<file path="src/rtl/bcd_entry_to_bin_pkg.sv">
// Shared types and constants for the BCD digit-entry to binary converter.
// Holds the FSM state type, the largest legal BCD digit, and accumulator sizing.
package bcd_entry_to_bin_pkg;

  typedef enum logic {
    IDLE = 1'b0,
    CONV = 1'b1
  } state_t;

  localparam logic [3:0] BCD_MAX = 4'd9;

  // The accumulator is as wide as the BCD entry. 10^N is always below 16^N,
  // so acc*10 + digit can never wrap inside the accumulator.
  function automatic int acc_width(input int n_dig);
    return 4 * n_dig;
  endfunction

endpackage

</file>
<file path="src/rtl/bcd_entry_to_bin_if.sv">
// Front-panel bus between the keypad/strobe logic and the BCD-to-binary converter.
// The master drives digits and commands. The slave returns the entry, status, and result.
interface bcd_entry_to_bin_if #(
  parameter int N_DIG = 4,
  parameter int N_OUT = 10
);

  logic [3:0]         digit_in;
  logic               digit_valid;
  logic               convert;
  logic               clear;
  logic [4*N_DIG-1:0] digits_out;
  logic               busy;
  logic [N_OUT-1:0]   bin_out;
  logic               bin_valid;
  logic               ovf;
  logic               err;

  modport master (
    output digit_in, digit_valid, convert, clear,
    input  digits_out, busy, bin_out, bin_valid, ovf, err
  );

  modport slave (
    input  digit_in, digit_valid, convert, clear,
    output digits_out, busy, bin_out, bin_valid, ovf, err
  );

endinterface

</file>
<file path="src/rtl/bcd_entry_to_bin_entry_reg.sv">
// N_DIG-nibble calculator-style entry register: new digits enter as the LSD and the
// old MSD is discarded. Non-BCD digits are rejected with a one-cycle err pulse.
module bcd_entry_reg
  import bcd_entry_to_bin_pkg::*;
#(
  parameter int N_DIG = 4
) (
  input  logic               clk,
  input  logic               rst_n,
  input  logic               clear,
  input  logic               freeze,
  input  logic [3:0]         digit_in,
  input  logic               digit_valid,
  output logic [4*N_DIG-1:0] entry,
  output logic [4*N_DIG-1:0] entry_next,
  output logic               err
);

  logic err_next;

  // entry_next is exported so a conversion started in the same cycle sees the new digit.
  always_comb begin
    entry_next = entry;
    err_next   = 1'b0;
    if (clear) begin
      entry_next = '0;
    end else if (!freeze && digit_valid) begin
      if (digit_in <= BCD_MAX) begin
        entry_next = (entry << 4) | (4*N_DIG)'(digit_in);
      end else begin
        err_next = 1'b1;
      end
    end
  end

  always_ff @(posedge clk or negedge rst_n) begin
    if (!rst_n) begin
      entry <= '0;
      err   <= 1'b0;
    end else begin
      entry <= entry_next;
      err   <= err_next;
    end
  end

endmodule

</file>
<file path="src/rtl/bcd_entry_to_bin.sv">
// Sequential BCD-to-binary converter. It converts a snapshot of the entry MSD-first
// with acc = acc*10 + digit, one digit per cycle, and saturates at 2^N_OUT-1.
module bcd_entry_to_bin
  import bcd_entry_to_bin_pkg::*;
#(
  parameter int N_DIG = 4,
  parameter int N_OUT = 10
) (
  input logic               clk,
  input logic               rst_n,
  bcd_entry_to_bin_if.slave bus
);

  localparam int ACC_W = acc_width(N_DIG);
  localparam int IDX_W = (N_DIG > 1) ? $clog2(N_DIG) : 1;
  localparam logic [IDX_W-1:0] IDX_FIRST = IDX_W'(N_DIG - 1);
  localparam logic [ACC_W-1:0] SAT_LIMIT = ACC_W'((64'd1 << N_OUT) - 64'd1);

  state_t             state;
  logic [ACC_W-1:0]   work;
  logic [ACC_W-1:0]   acc;
  logic [ACC_W-1:0]   acc_step;
  logic [IDX_W-1:0]   idx;
  logic               busy_q;
  logic [N_OUT-1:0]   bin_q;
  logic               ovf_q;
  logic               valid_q;
  logic [4*N_DIG-1:0] entry;
  logic [4*N_DIG-1:0] entry_next;
  logic               entry_err;

  bcd_entry_reg #(
    .N_DIG (N_DIG)
  ) u_entry (
    .clk         (clk),
    .rst_n       (rst_n),
    .clear       (bus.clear),
    .freeze      (state == CONV),
    .digit_in    (bus.digit_in),
    .digit_valid (bus.digit_valid),
    .entry       (entry),
    .entry_next  (entry_next),
    .err         (entry_err)
  );

  // The working copy is shifted left each step, so its top nibble is always digit[idx].
  always_comb begin
    acc_step = '0;
    acc_step = acc * ACC_W'(10) + ACC_W'(work[ACC_W-1 -: 4]);
  end

  always_ff @(posedge clk or negedge rst_n) begin
    if (!rst_n) begin
      state   <= IDLE;
      work    <= '0;
      acc     <= '0;
      idx     <= '0;
      busy_q  <= 1'b0;
      bin_q   <= '0;
      ovf_q   <= 1'b0;
      valid_q <= 1'b0;
    end else begin
      valid_q <= 1'b0;
      if (bus.clear) begin
        state  <= IDLE;
        work   <= '0;
        acc    <= '0;
        idx    <= '0;
        busy_q <= 1'b0;
        bin_q  <= '0;
        ovf_q  <= 1'b0;
      end else begin
        case (state)
          IDLE: begin
            if (bus.convert) begin
              work   <= entry_next;
              acc    <= '0;
              idx    <= IDX_FIRST;
              busy_q <= 1'b1;
              state  <= CONV;
            end
          end
          CONV: begin
            acc  <= acc_step;
            work <= work << 4;
            if (idx == '0) begin
              state   <= IDLE;
              busy_q  <= 1'b0;
              valid_q <= 1'b1;
              if (acc_step > SAT_LIMIT) begin
                bin_q <= '1;
                ovf_q <= 1'b1;
              end else begin
                bin_q <= N_OUT'(acc_step);
                ovf_q <= 1'b0;
              end
            end else begin
              idx <= idx - 1'b1;
            end
          end
          default: state <= IDLE;
        endcase
      end
    end
  end

  assign bus.digits_out = entry;
  assign bus.busy       = busy_q;
  assign bus.bin_out    = bin_q;
  assign bus.bin_valid  = valid_q;
  assign bus.ovf        = ovf_q;
  assign bus.err        = entry_err;

endmodule

</file>
<file path="src/flat_wrapper.sv">
// flat-port wrapper written by rule: the top's interface ports become plain ports
module bcd_entry_to_bin_flat import bcd_entry_to_bin_pkg::*;
#(
  parameter int N_DIG = 4,
  parameter int N_OUT = 10
)
  (clk, rst_n, bus_digit_in, bus_digit_valid, bus_convert, bus_clear, bus_digits_out, bus_busy, bus_bin_out, bus_bin_valid, bus_ovf, bus_err);
  bcd_entry_to_bin_if #(.N_DIG(N_DIG), .N_OUT(N_OUT)) bus_i ();
  input logic clk;
  input logic rst_n;
  input wire logic [$bits(bus_i.digit_in)-1:0] bus_digit_in;
  input wire logic [$bits(bus_i.digit_valid)-1:0] bus_digit_valid;
  input wire logic [$bits(bus_i.convert)-1:0] bus_convert;
  input wire logic [$bits(bus_i.clear)-1:0] bus_clear;
  output wire logic [$bits(bus_i.digits_out)-1:0] bus_digits_out;
  output wire logic [$bits(bus_i.busy)-1:0] bus_busy;
  output wire logic [$bits(bus_i.bin_out)-1:0] bus_bin_out;
  output wire logic [$bits(bus_i.bin_valid)-1:0] bus_bin_valid;
  output wire logic [$bits(bus_i.ovf)-1:0] bus_ovf;
  output wire logic [$bits(bus_i.err)-1:0] bus_err;
  assign bus_i.digit_in = bus_digit_in;
  assign bus_i.digit_valid = bus_digit_valid;
  assign bus_i.convert = bus_convert;
  assign bus_i.clear = bus_clear;
  assign bus_digits_out = bus_i.digits_out;
  assign bus_busy = bus_i.busy;
  assign bus_bin_out = bus_i.bin_out;
  assign bus_bin_valid = bus_i.bin_valid;
  assign bus_ovf = bus_i.ovf;
  assign bus_err = bus_i.err;
  bcd_entry_to_bin #(.N_DIG(N_DIG), .N_OUT(N_OUT)) u_core (.clk(clk), .rst_n(rst_n), .bus(bus_i));
endmodule
</file>
<file path="config.mk">
export PLATFORM = sky130hd
export DESIGN_NAME = bcd_entry_to_bin_flat
export DESIGN_NICKNAME = d
export VERILOG_FILES = /design/src/rtl/bcd_entry_to_bin_pkg.sv /design/src/rtl/bcd_entry_to_bin_if.sv /design/src/rtl/bcd_entry_to_bin_entry_reg.sv /design/src/rtl/bcd_entry_to_bin.sv /design/src/flat_wrapper.sv
export SDC_FILE = /design/constraint.sdc
export NUM_CORES = 1
export LEC_CHECK = 0
export CAP_MARGIN = 20
export CELL_PAD_IN_SITES_DETAIL_PLACEMENT = 0
export CELL_PAD_IN_SITES_GLOBAL_PLACEMENT = 1
export CORE_UTILIZATION = 40
export CTS_CLUSTER_DIAMETER = 100
export CTS_CLUSTER_SIZE = 25
export DETAILED_ROUTE_END_ITERATION = 6
export GPL_ROUTABILITY_DRIVEN = 0
export GPL_TIMING_DRIVEN = 0
export PLACE_DENSITY_LB_ADDON = 0.1
export SLEW_MARGIN = 30
export SYNTH_ARGS = -nofsm -noshare
export SYNTH_HDL_FRONTEND = slang
export SYNTH_SLANG_ARGS = --single-unit
</file>
<file path="constraint.sdc">
create_clock -name clk -period 3.3 [get_ports clk]
set_input_delay 0.66 -clock clk [delete_from_list [all_inputs] [get_ports clk]]
set_output_delay 0.66 -clock clk [all_outputs]
set_load 0.1 [all_outputs]
</file>
==> summary.md <==
| Metric | Value |
|---|---|
| Hold_ws | `0.2169 ns` |
| CTS root buf | `clkbuf_8` |
| Yosys cell types | `49` |
| Die ar. | `0.009856 mm2` |
| Die X | `99.28 um` |
| DP Wirelength | `6969 um` |
| H-tree level count | `3` |
| Fin nets | `489` |
| Vias | `3,034` |
| Final WL | `9404 um` |
| Rel. slew slack | `33.72%` |
| Synth Area in Adders | `9.983%` |
| Setup crit start | `u_core.acc[5]` |
| Mux contribution to synthesized area | `4.529%` |
| Die Span Y | `99.28 um` |
| Max-cap viol count | `0` |
| I/O pins | `39` |
| RSZ-0062 raised after global routing | `false` |
| Largest family of logic cells by synthesized area | `compound AO/OA/AOI/OAI gates` |
| Clk slew on worst S/H paths | `0.08 ns` |
| N_diodes | `0` |
| CP max FO | `5` |
| Critical path endpoint | `u_core.bus.bin_out[7]` |
| Post-route ant nets | `0` |
| Placed cell area | `0.004312 mm2` |
| TritonCTS buffer count | `9` |
| Setup TNS Final | `0 ns` |
| Max Slew Vio Count | `0` |
| Port Buffers | `37` |
| Power density over the cells | `405.1 mW/mm2` |
| Worst IR Drop VDD | `184.5 uV` |
| Clk Latency, worst-skew pair | `0.34 ns` |
| Synth Area in XOR/XNOR | `5.653%` |
| Slew of the pin with the lowest slew margin | `0.9912 ns` |
| Compound-Gate Fraction of Synth Area | `19.44%` |
| Area Overhead vs Synth | `25.06%` |
| R2r startpoint | `u_core.acc[5]` |
| Seq/Total Area, Yosys | `42.31%` |
| Cell depth of the worst flop-to-flop path | `11` |
| Remaining DRCs | `0` |
| Dpl ws | `-0.2409 ns` |
| Post-synth EDFFs | `0` |
| Endpoints failing hold | `0` |
| Storage element area | `0.001602 mm2` |
| First-pass GRT wire length | `15,550 um` |
| R2r setup slk | `0.13 ns` |
| Total power | `1.917 mW` |
| Crit path time final | `3.167 ns` |
| DRT iter0 DRCs | `120` |
| Reg-to-reg critical path endpoint | `u_core.bus.bin_out[7]` |
| Final setup margin | `0.1327 ns` |
| Status | `complete, no violations` |
| Vias/cell | `5.351` |
| Post-Syn Area | `0.003785 mm2` |
| Area of the multi-input gates | `0.002156 mm2` |
| Clock Tree Buf Depth | `2` |
| Clock Skews | `0.01327 ns` |
| Hold Path Class | `primary input to async pin` |
| Crit. End Element | `flop` |
| Max Clock Freq | `0.3157 GHz` |
| Synth Flop Type | `dfrtp_1` |
| Fillers | `853` |
| Core area | `0.009196 mm2` |
| GRT Util Overall | `20.52%` |
| Leak Pwr | `2.157 nW` |
| Syn Nets | `425` |
| Vias in the first global route | `3,014` |
| Tcrit/Tclk final | `95.98%` |
| Seq cells post-synth | `64` |
| Largest net degree at the start of global routing | `42` |
| Post-route cell area | `0.004733 mm2` |
| Initial antenna violation count | `0` |
| Starting Density | `41.16%` |
| Row Count | `35` |
| Setup violators final | `0` |
| CP required | `3.48 ns` |
| WL per Instance | `16.59 um` |
| Share of cells above drive strength 1 | `14.69%` |
| Grt ovf | `0` |
| Crit path launch type | `flop` |
| Fraction of registers with async set/reset | `100.0%` |
| Mean Syn Cell Area | `9.780 um2` |
| Worst Path Arrival | `3.35 ns` |
| CTS tree | `done` |
| Post-synthesis cell count | `387` |
| Pre-Repair DR Iteration Count | `4` |
| Critical path class | `flop to flop` |
| Simple-gate share of the synthesized area | `15.21%` |
| CTS Sinks | `64` |
| YS warnings | `0` |
critical path, stage by stage, from the launching register on:
cell and delay, ns:
dfrtp_1 0.42, ha_1 0.31, ha_1 0.40, o211ai_1 0.18, o211a_1 0.30, o21bai_1 0.19
a21oi_2 0.10, xnor2_2 0.21, nand4_1 0.21, o31ai_4 0.40, buf_6 0.19, a311oi_2 0.09
power by group:
group          switching, mW  internal [mW]
clock network          0.340          0.433
registers             0.0142          0.808
logic                  0.243         0.0793
total                  0.597           1.32
through the flow:
stage,utilization (%),instances
5_1_grt,51.47,567
6_report,51.47,567
3_3_place_gp,46.69,535
4_1_cts,50.33,561
2_1_floorplan,-,387
3_5_place_dp,46.88,536
how the worst min path moves through the flow:
stage	endpoint	slack, ns	depth (start not counted)
after floorplan	u_core.acc[0]	0.36	0
after global placement	u_core.work[8]	0.50	2
after detailed placement	u_core.work[11]	0.51	2
after CTS	u_core.bus.bin_out[6]	0.21	1
after global routing	u_core.bus.bin_out[9]	0.21	1
final	u_core.bus.bin_out[9]	0.22	1
cell families after synthesis:
logic type,Yosys count
AOI/OAI and AO/OA,102
muxes,17
and+or+nand+nor,127
DFF,64
buffers and inverters,27
adders and majority gates,29
xor gates and xnor gates,21
metal layers:
metal / vias to the layer above / track usage, % / part of all wire (%)
met3: 9 / 3.092 / 3.4
li1: 1509 / - / -
met5: - / 0 / 0
met2: 57 / 30.13 / 43
met1: 1459 / 30.91 / 53
met4: 0 / 6.674 / 1.0
cell usage in the layout (no fill, tap or decap), types with 10 or more instances in the layout:
master / synthesis / final
dfrtp_1: 64 / 64
nor2_1: 53 / 51
a21oi_1: 40 / 38
clkdlybuf4s50_1: 0 / 36
nand2_1: 30 / 30
ha_1: 27 / 23
clkbuf_1: 17 / 17
mux2i_1: 16 / 16
nand3_1: 15 / 15
buf_4: 0 / 15
o21ai_0: 15 / 14
xnor2_1: 11 / 10
timing repair:
action,4_1_cts,5_1_grt
hold endpoints to repair,0,0
endpoints found under the setup margin,11,11
cloned,0,1
hold buffers,0,0
pin swaps,3,8
resized for setup,4,15
buffers inserted,9,5
flip-flops by register name (all words and copies together), names as in the netlist:
register	flops
u_core.work	16
u_core.state	1
u_core.bus.ovf	1
u_core.idx	2
u_core.acc	15
u_core.u_entry.err	1
u_core.bus.busy	1
u_core.bus.bin_out	10
u_core.bus.bin_valid	1
u_core.u_entry.entry	16
synth_stat cells, types with 3 or more instances:
cell type,instances,share of area (%)
nor2b_1,6,0.99
a21o_1,6,1.2
inv_1,4,0.40
xor2_1,6,1.4
a21oi_1,40,5.3
nand2b_1,4,0.66
a311oi_2,6,2.4
a22o_1,6,1.4
nor2_1,53,5.3
o211ai_1,3,0.59
xnor2_1,11,2.5
clkbuf_1,17,1.7
nand3_1,15,2.0
dfrtp_1,64,42
mux2i_1,16,4.2
and2_1,3,0.50
a211oi_1,3,0.59
ha_1,27,8.9
a211oi_2,4,1.3
o21ai_1,4,0.53
o21ai_0,15,2.0
nand2_1,30,3.0
buf_1,5,0.50
nor3_1,7,0.93
final cells by class:
class | instances | area share [%]
sequential | 64 | 33.84
multi-input combinational | 296 | 45.55
buffer | 23 | 1.983
tap | 111 | 2.934
clock buffer | 9 | 2.617
inverter | 4 | 0.3172
timing repair buffer | 53 | 10.65
clock inverter | 7 | 2.115
(Power assumes the default switching activity.)
